### src/rtl/linear_pkg.sv
// Shared types, constants and helpers for the parameterised INT8 linear engine.
package linear_pkg;
    localparam int ELEM_W = 8;

    localparam logic OUT_INT32 = 1'b0;
    localparam logic OUT_INT8  = 1'b1;
    localparam int   OW_INT32  = 32;
    localparam int   OW_INT8   = 8;

    typedef enum logic [2:0] {
        S_IDLE, S_ISSUE, S_WAIT, S_POST, S_WRITE, S_DONE
    } state_t;

    typedef struct packed {
        logic       out_int8;
        logic       relu;
        logic [4:0] shift;
    } cfg_t;

    function automatic logic [7:0] sat8(input logic signed [63:0] v);
        if (v > 64'sd127)
            return 8'h7f;
        else if (v < -64'sd128)
            return 8'h80;
        else
            return v[7:0];
    endfunction
endpackage

### src/rtl/linear_dot.sv
// LANES-wide signed INT8 dot product with a single output register.
module linear_dot
    import linear_pkg::*;
#(
    parameter int LANES = 8,
    parameter int ACC_W = 32
) (
    input  logic                            clk,
    input  logic                            rst,
    input  logic [LANES-1:0][ELEM_W-1:0]    x_word,
    input  logic [LANES-1:0][ELEM_W-1:0]    w_word,
    output logic signed [ACC_W-1:0]         dot
);
    logic signed [2*ELEM_W-1:0] prod [LANES];
    logic signed [ACC_W-1:0]    sum;

    for (genvar i = 0; i < LANES; i++) begin : g_lane
        assign prod[i] = $signed(x_word[i]) * $signed(w_word[i]);
    end

    always_comb begin
        sum = '0;
        for (int i = 0; i < LANES; i++)
            sum = sum + ACC_W'(prod[i]);
    end

    always_ff @(posedge clk) begin
        if (rst)
            dot <= '0;
        else
            dot <= sum;
    end
endmodule

### src/rtl/linear_param.sv
// Y = X*W engine: streams X rows and W^T rows word by word, post-processes each
// accumulator (ReLU, shift, optional INT8 saturation) and packs results into Y words.
module linear_param
    import linear_pkg::*;
#(
    parameter int M      = 16,
    parameter int K      = 64,
    parameter int N      = 64,
    parameter int DATA_W = 64,
    parameter int LANES  = DATA_W / 8,
    parameter int ACC_W  = 32,
    parameter int X_BASE = 0,
    parameter int W_BASE = 0,
    parameter int Y_BASE = 2048
) (
    input  logic              clk,
    input  logic              rst,
    input  logic              start,
    input  logic              cfg_out_int8,
    input  logic              cfg_relu,
    input  logic [4:0]        cfg_shift,
    output logic              busy,
    output logic              done,
    output logic              write_en_bar0,
    output logic [DATA_W-1:0] data_in_bar0,
    output logic [31:0]       addr_bar0,
    input  logic [DATA_W-1:0] data_out_bar0,
    output logic              write_en_bar1,
    output logic [DATA_W-1:0] data_in_bar1,
    output logic [31:0]       addr_bar1,
    input  logic [DATA_W-1:0] data_out_bar1
);
    localparam int KW     = K / LANES;
    localparam int PACK32 = DATA_W / OW_INT32;
    localparam int PACK8  = DATA_W / OW_INT8;
    localparam int STAGES = 1;

    state_t                  state;
    cfg_t                    cfg;
    logic [31:0]             m, n, kw, elem, wr_word;
    logic                    wait_cnt, last_elem;
    logic signed [ACC_W-1:0] acc, dot;
    logic [DATA_W-1:0]       pack_buf;
    logic [STAGES:0]         vld_pipe;

    logic signed [ACC_W-1:0] r_relu, r_shift;
    logic [7:0]              r8;
    logic [31:0]             slot;
    logic                    last_slot, is_last;

    linear_dot #(.LANES(LANES), .ACC_W(ACC_W)) u_dot (
        .clk    (clk),
        .rst    (rst),
        .x_word (data_out_bar0),
        .w_word (data_out_bar1),
        .dot    (dot)
    );

    always_comb begin
        r_relu    = (cfg.relu && acc[ACC_W-1]) ? '0 : acc;
        r_shift   = r_relu >>> cfg.shift;
        r8        = sat8(64'(r_shift));
        slot      = (cfg.out_int8 == OUT_INT8) ? (elem % PACK8) : (elem % PACK32);
        last_slot = (cfg.out_int8 == OUT_INT8) ? (slot == PACK8 - 1) : (slot == PACK32 - 1);
        is_last   = (m == M - 1) && (n == N - 1);
    end

    // bar1 is shared: W reads only in ISSUE, Y writes only in WRITE.
    assign addr_bar0     = (state == S_ISSUE) ? 32'(X_BASE + m * KW + kw) : '0;
    assign addr_bar1     = (state == S_WRITE) ? 32'(Y_BASE + wr_word) :
                           (state == S_ISSUE) ? 32'(W_BASE + n * KW + kw) : '0;
    assign write_en_bar1 = (state == S_WRITE);
    assign data_in_bar1  = pack_buf;
    assign write_en_bar0 = 1'b0;
    assign data_in_bar0  = '0;

    always_ff @(posedge clk) begin
        if (rst) begin
            state     <= S_IDLE;
            cfg       <= '0;
            m         <= '0;
            n         <= '0;
            kw        <= '0;
            elem      <= '0;
            wr_word   <= '0;
            wait_cnt  <= 1'b0;
            last_elem <= 1'b0;
            acc       <= '0;
            pack_buf  <= '0;
            vld_pipe  <= '0;
            busy      <= 1'b0;
            done      <= 1'b0;
        end else begin
            done     <= 1'b0;
            vld_pipe <= {vld_pipe[STAGES-1:0], state == S_ISSUE};
            if (vld_pipe[STAGES])
                acc <= acc + dot;

            case (state)
                S_IDLE: if (start) begin
                    cfg      <= '{out_int8: cfg_out_int8, relu: cfg_relu, shift: cfg_shift};
                    m        <= '0;
                    n        <= '0;
                    kw       <= '0;
                    elem     <= '0;
                    wr_word  <= '0;
                    acc      <= '0;
                    pack_buf <= '0;
                    busy     <= 1'b1;
                    state    <= S_ISSUE;
                end
                S_ISSUE: begin
                    if (kw == KW - 1) begin
                        kw       <= '0;
                        wait_cnt <= 1'b0;
                        state    <= S_WAIT;
                    end else begin
                        kw <= kw + 1;
                    end
                end
                S_WAIT: begin
                    wait_cnt <= 1'b1;
                    if (wait_cnt)
                        state <= S_POST;
                end
                S_POST: begin
                    for (int j = 0; j < PACK8; j++)
                        if (cfg.out_int8 && slot == j)
                            pack_buf[j*OW_INT8 +: OW_INT8] <= r8;
                    for (int j = 0; j < PACK32; j++)
                        if (!cfg.out_int8 && slot == j)
                            pack_buf[j*OW_INT32 +: OW_INT32] <= 32'(r_shift);
                    acc  <= '0;
                    elem <= elem + 1;
                    if (n == N - 1) begin
                        n <= '0;
                        m <= m + 1;
                    end else begin
                        n <= n + 1;
                    end
                    if (last_slot) begin
                        last_elem <= is_last;
                        state     <= S_WRITE;
                    end else if (is_last) begin
                        done  <= 1'b1;
                        state <= S_DONE;
                    end else begin
                        state <= S_ISSUE;
                    end
                end
                S_WRITE: begin
                    wr_word <= wr_word + 1;
                    if (last_elem) begin
                        done  <= 1'b1;
                        state <= S_DONE;
                    end else begin
                        state <= S_ISSUE;
                    end
                end
                S_DONE: begin
                    busy  <= 1'b0;
                    state <= S_IDLE;
                end
                default: state <= S_IDLE;
            endcase
        end
    end
endmodule
### config.mk
export PLATFORM = sky130hd
export DESIGN_NAME = linear_param
export DESIGN_NICKNAME = d
export VERILOG_FILES = /design/src/rtl/linear_pkg.sv /design/src/rtl/linear_dot.sv /design/src/rtl/linear_param.sv
export SDC_FILE = /design/constraint.sdc
export NUM_CORES = 2
export LEC_CHECK = 0
export CORE_ASPECT_RATIO = 1.2
export CORE_MARGIN = 2
export CORE_UTILIZATION = 29
export DETAILED_ROUTE_END_ITERATION = 16
export PLACE_DENSITY_LB_ADDON = 0.05
export SKIP_CTS_REPAIR_TIMING = 1
export SYNTH_ARGS = -nofsm -noshare
export SYNTH_HDL_FRONTEND = slang
export SYNTH_HIERARCHICAL = 1
export SYNTH_SLANG_ARGS = --single-unit
### constraint.sdc
create_clock -name clk -period 13.5 [get_ports clk]
set_input_delay 2.7 -clock clk [delete_from_list [all_inputs] [get_ports clk]]
set_output_delay 2.7 -clock clk [all_outputs]
set_load 0.01 [all_outputs]
==> out/qor.yml <==
timing:
  slew_headroom_pct: 26.31
  fin_crit_sh_pct: 98.33
  period_needed_ps: 13270
  timing.setup.tns_ps: 0
  whs_ps: 455.5
  finalHoldViolCount: 0
  finalMaxSlewViolations: 0
  max_freq_ghz: 0.07533
  grt_setup_unrepaired: "true"
  finalSetupViolCount: 0
  fin_skew_ps: 27.89
  worst_slew_pin_slew_ps: 1105
placed_design:
  dpl.cell_count: 7554
  dp.final_hpwl_um: 128000
  port_buffers: 268
  routabilityCongestion: 0.8631
flow_run:
  drv_cap: 0
clocking:
  h-tree-depth: 1
  clock-sinks: 275
  clk_pin_slew_ps: 60
  clockRootBuffer: "clkbuf_16"
  cts_buffers: 31
  clk_path_buf_depth: 3
  cts_tree: "built"
  clk_latency_ps: 610
setup_path:
  ff2ff_setup_slack_ps: 9110
  slowest_stage: "fa_2"
  crit_type: "input port to flip-flop"
  reg2reg_to: "data_in_bar1[17]$_SDFFE_PP0P_"
  crit_path_end_kind: "flip-flop"
  cp-start-kind: "input port"
  worst-r2r-cell-count: 10
  worst_ep_required_time_ps: 14020
  r2r_start: "acc[31]$_SDFF_PP0_"
  arrival_ps: 13800
  cpMostUsedCell: "fa_1"
  crit_fanout: 3
  critPathMaxStageDelay_ps: 680
drt:
  vias_per_cell: 4.680
  drt.antenna.violating_nets: 0
  vias: 35800
  drt-total-wl_um: 148800
  dr.pass1.iters: 5
  drt_iter0_markers: 1740
  drcViolationCount: 0
  wl_per_cell_um: 19.45
synthesis:
  ys_warn_count: 6
  syn_area_um2: 44140
  async_flop_share_pct: 0
  yosysTopAreaCellShare_pct: 32.52
  yosys.cell_types.count: 97
  yosys.area.top_type: "fa_1"
  synth_ff_type: "dfxtp_1"
  ys_seq_area_share_pct: 12.47
  synth-seq-cells: 275
  synth.avg_cell_area_um2: 8.686
  synthCells: 5082
  yosysMostFrequentCell: "inv_1"
  ys_top_cells_by_count: "916 x inv_1, 717 x fa_1, 447 x nand2_1, 325 x ha_1, 321 x nor2_1"
  synth_edf_count: 0
  netlist_top_cells_area: "fa_1 33%, dfxtp_1 12%, ha_1 9.2%"
global_routing:
  grt_overflow: 0
  grt_usage_pct: 19.04
  grt_max_degree: 71
  grt_pass1_vias: 37770
  grt_antenna_before_repair: 12
  grt_pass1_wl_um: 230800
die:
  die_area_um2: 155400
  num_rows: 156
  fp.dieH_um: 431.4
  io_pins: 334
  start_util_pct: 29.25
  die_w_um: 360.1
  design.core.area_um2: 150900
hold_path:
  min_to: "data_in_bar1[28]$_SDFFE_PP0P_"
  hold_depth: 2
  hold_start: "data_in_bar1[28]$_SDFFE_PP0P_"
  hold_class: "flip-flop to flip-flop"
final_layout:
  fin_nets: 6828
  area_growth_pct: 22.32
  final_cells: 7649
  final-seq-area_um2: 5509
  multi_input_area_um2: 35450
  final_util_pct: 35.78
  final_layout_size_suffix_gt1_share_pct: 14.54
  fillers: 15850
run_status:
  status: "finished clean"
logic make-up after synthesis:
| family | count (synthesis) | synth area share (%) |
|---|---|---|
| simple gates | 1574 | 17.79 |
| mux | 91 | 2.693 |
| buf+inv | 1121 | 10.22 |
| compound gates | 819 | 11.93 |
| flops | 275 | 12.47 |
| other cells | 1 | 0.008496 |
| fa+ha+maj | 1042 | 41.73 |
| xor+xnor | 159 | 3.155 |
layer usage:
metal	routed length (um)	GRT usage [%]	vias to the layer above	share of wire, %
met3	3517	1.166	125	2.4
met1	65960	24.81	17660	44
li1	-	-	17450	-
met2	75990	34.72	570	51
met4	3292	3.630	4	2.2
met5	27	0	-	0.018
placed cells by master, fill, tap and decap left out, drive strengths merged, types with 48 or more instances in the layout:
cell           synthesis  routed
xor2                  74      74
nor2b                 75      75
clkbuf               106      61
fa                   717     717
nand2                449     449
o21ai                214     214
dlymetal6s2s           0      68
and2                 293     293
inv                  918     918
a21o                  73      73
conb                   1      65
buf                   96     409
and3                  49      49
xnor2                 85      85
clkdlybuf4s50          0     171
dfxtp                275     275
nand2b                48      48
nor3                  61      61
a21oi                215     215
nand3                103     103
nor2                 321     321
mux2i                 58      58
ha                   325     325
flip-flops by register name, summed over array words and instances (netlist names), 2 cells and up:
signal,flops
acc,32
vld_pipe,2
cfg,7
state,3
m,32
data_in_bar1,64
kw,32
n,32
u_dot/dot,32
wr_word,32
elem,3
cell type report:
| class | instances | share of cell area (%) |
|---|---|---|
| tap | 1975 | 4.577 |
| sequential | 275 | 10.20 |
| clock buffer | 37 | 1.553 |
| timing repair buffer | 672 | 11.16 |
| clock inverter | 21 | 0.4241 |
| multi-input combinational | 3750 | 65.66 |
| antenna | 1 | 0.004635 |
| inverter | 918 | 6.417 |
metrics by stage:
stage	worst slack, ps	cell area, um2
floorplan	8.749	44480
global placement	-1248	51460
detailed placement	-1275	51460
CTS	-636.6	52520
global route	-57.47	53990
finish	225.4	53990
how the worst max path moves through the flow:
stage	from	to	slack, ps
6_report	data_out_bar0[41]	u_dot/dot[27]$_SDFF_PP0_	230
5_1_grt	data_out_bar0[35]	u_dot/dot[30]$_SDFF_PP0_	-60
4_1_cts	data_out_bar0[15]	u_dot/dot[31]$_SDFF_PP0_	-640
3_5_place_dp	data_out_bar0[15]	u_dot/dot[31]$_SDFF_PP0_	-1280
3_3_place_gp	data_out_bar0[15]	u_dot/dot[31]$_SDFF_PP0_	-1250
2_1_floorplan	data_out_bar0[39]	u_dot/dot[27]$_SDFF_PP0_	9
worst max-delay path: cells and delay by family:
family                   cells  cell delay [ps]
adder cells (fa/ha/maj)     17             7840
XOR/XNOR                     1              100
buffers and inverters       14             1250
AND/OR/NAND/NOR              4              970
AO/OA/AOI/OAI                5              890
Power is left out: the tool's default activity adds up to more than one toggle a clock period on the data nets, which glitch-free logic cannot reach.
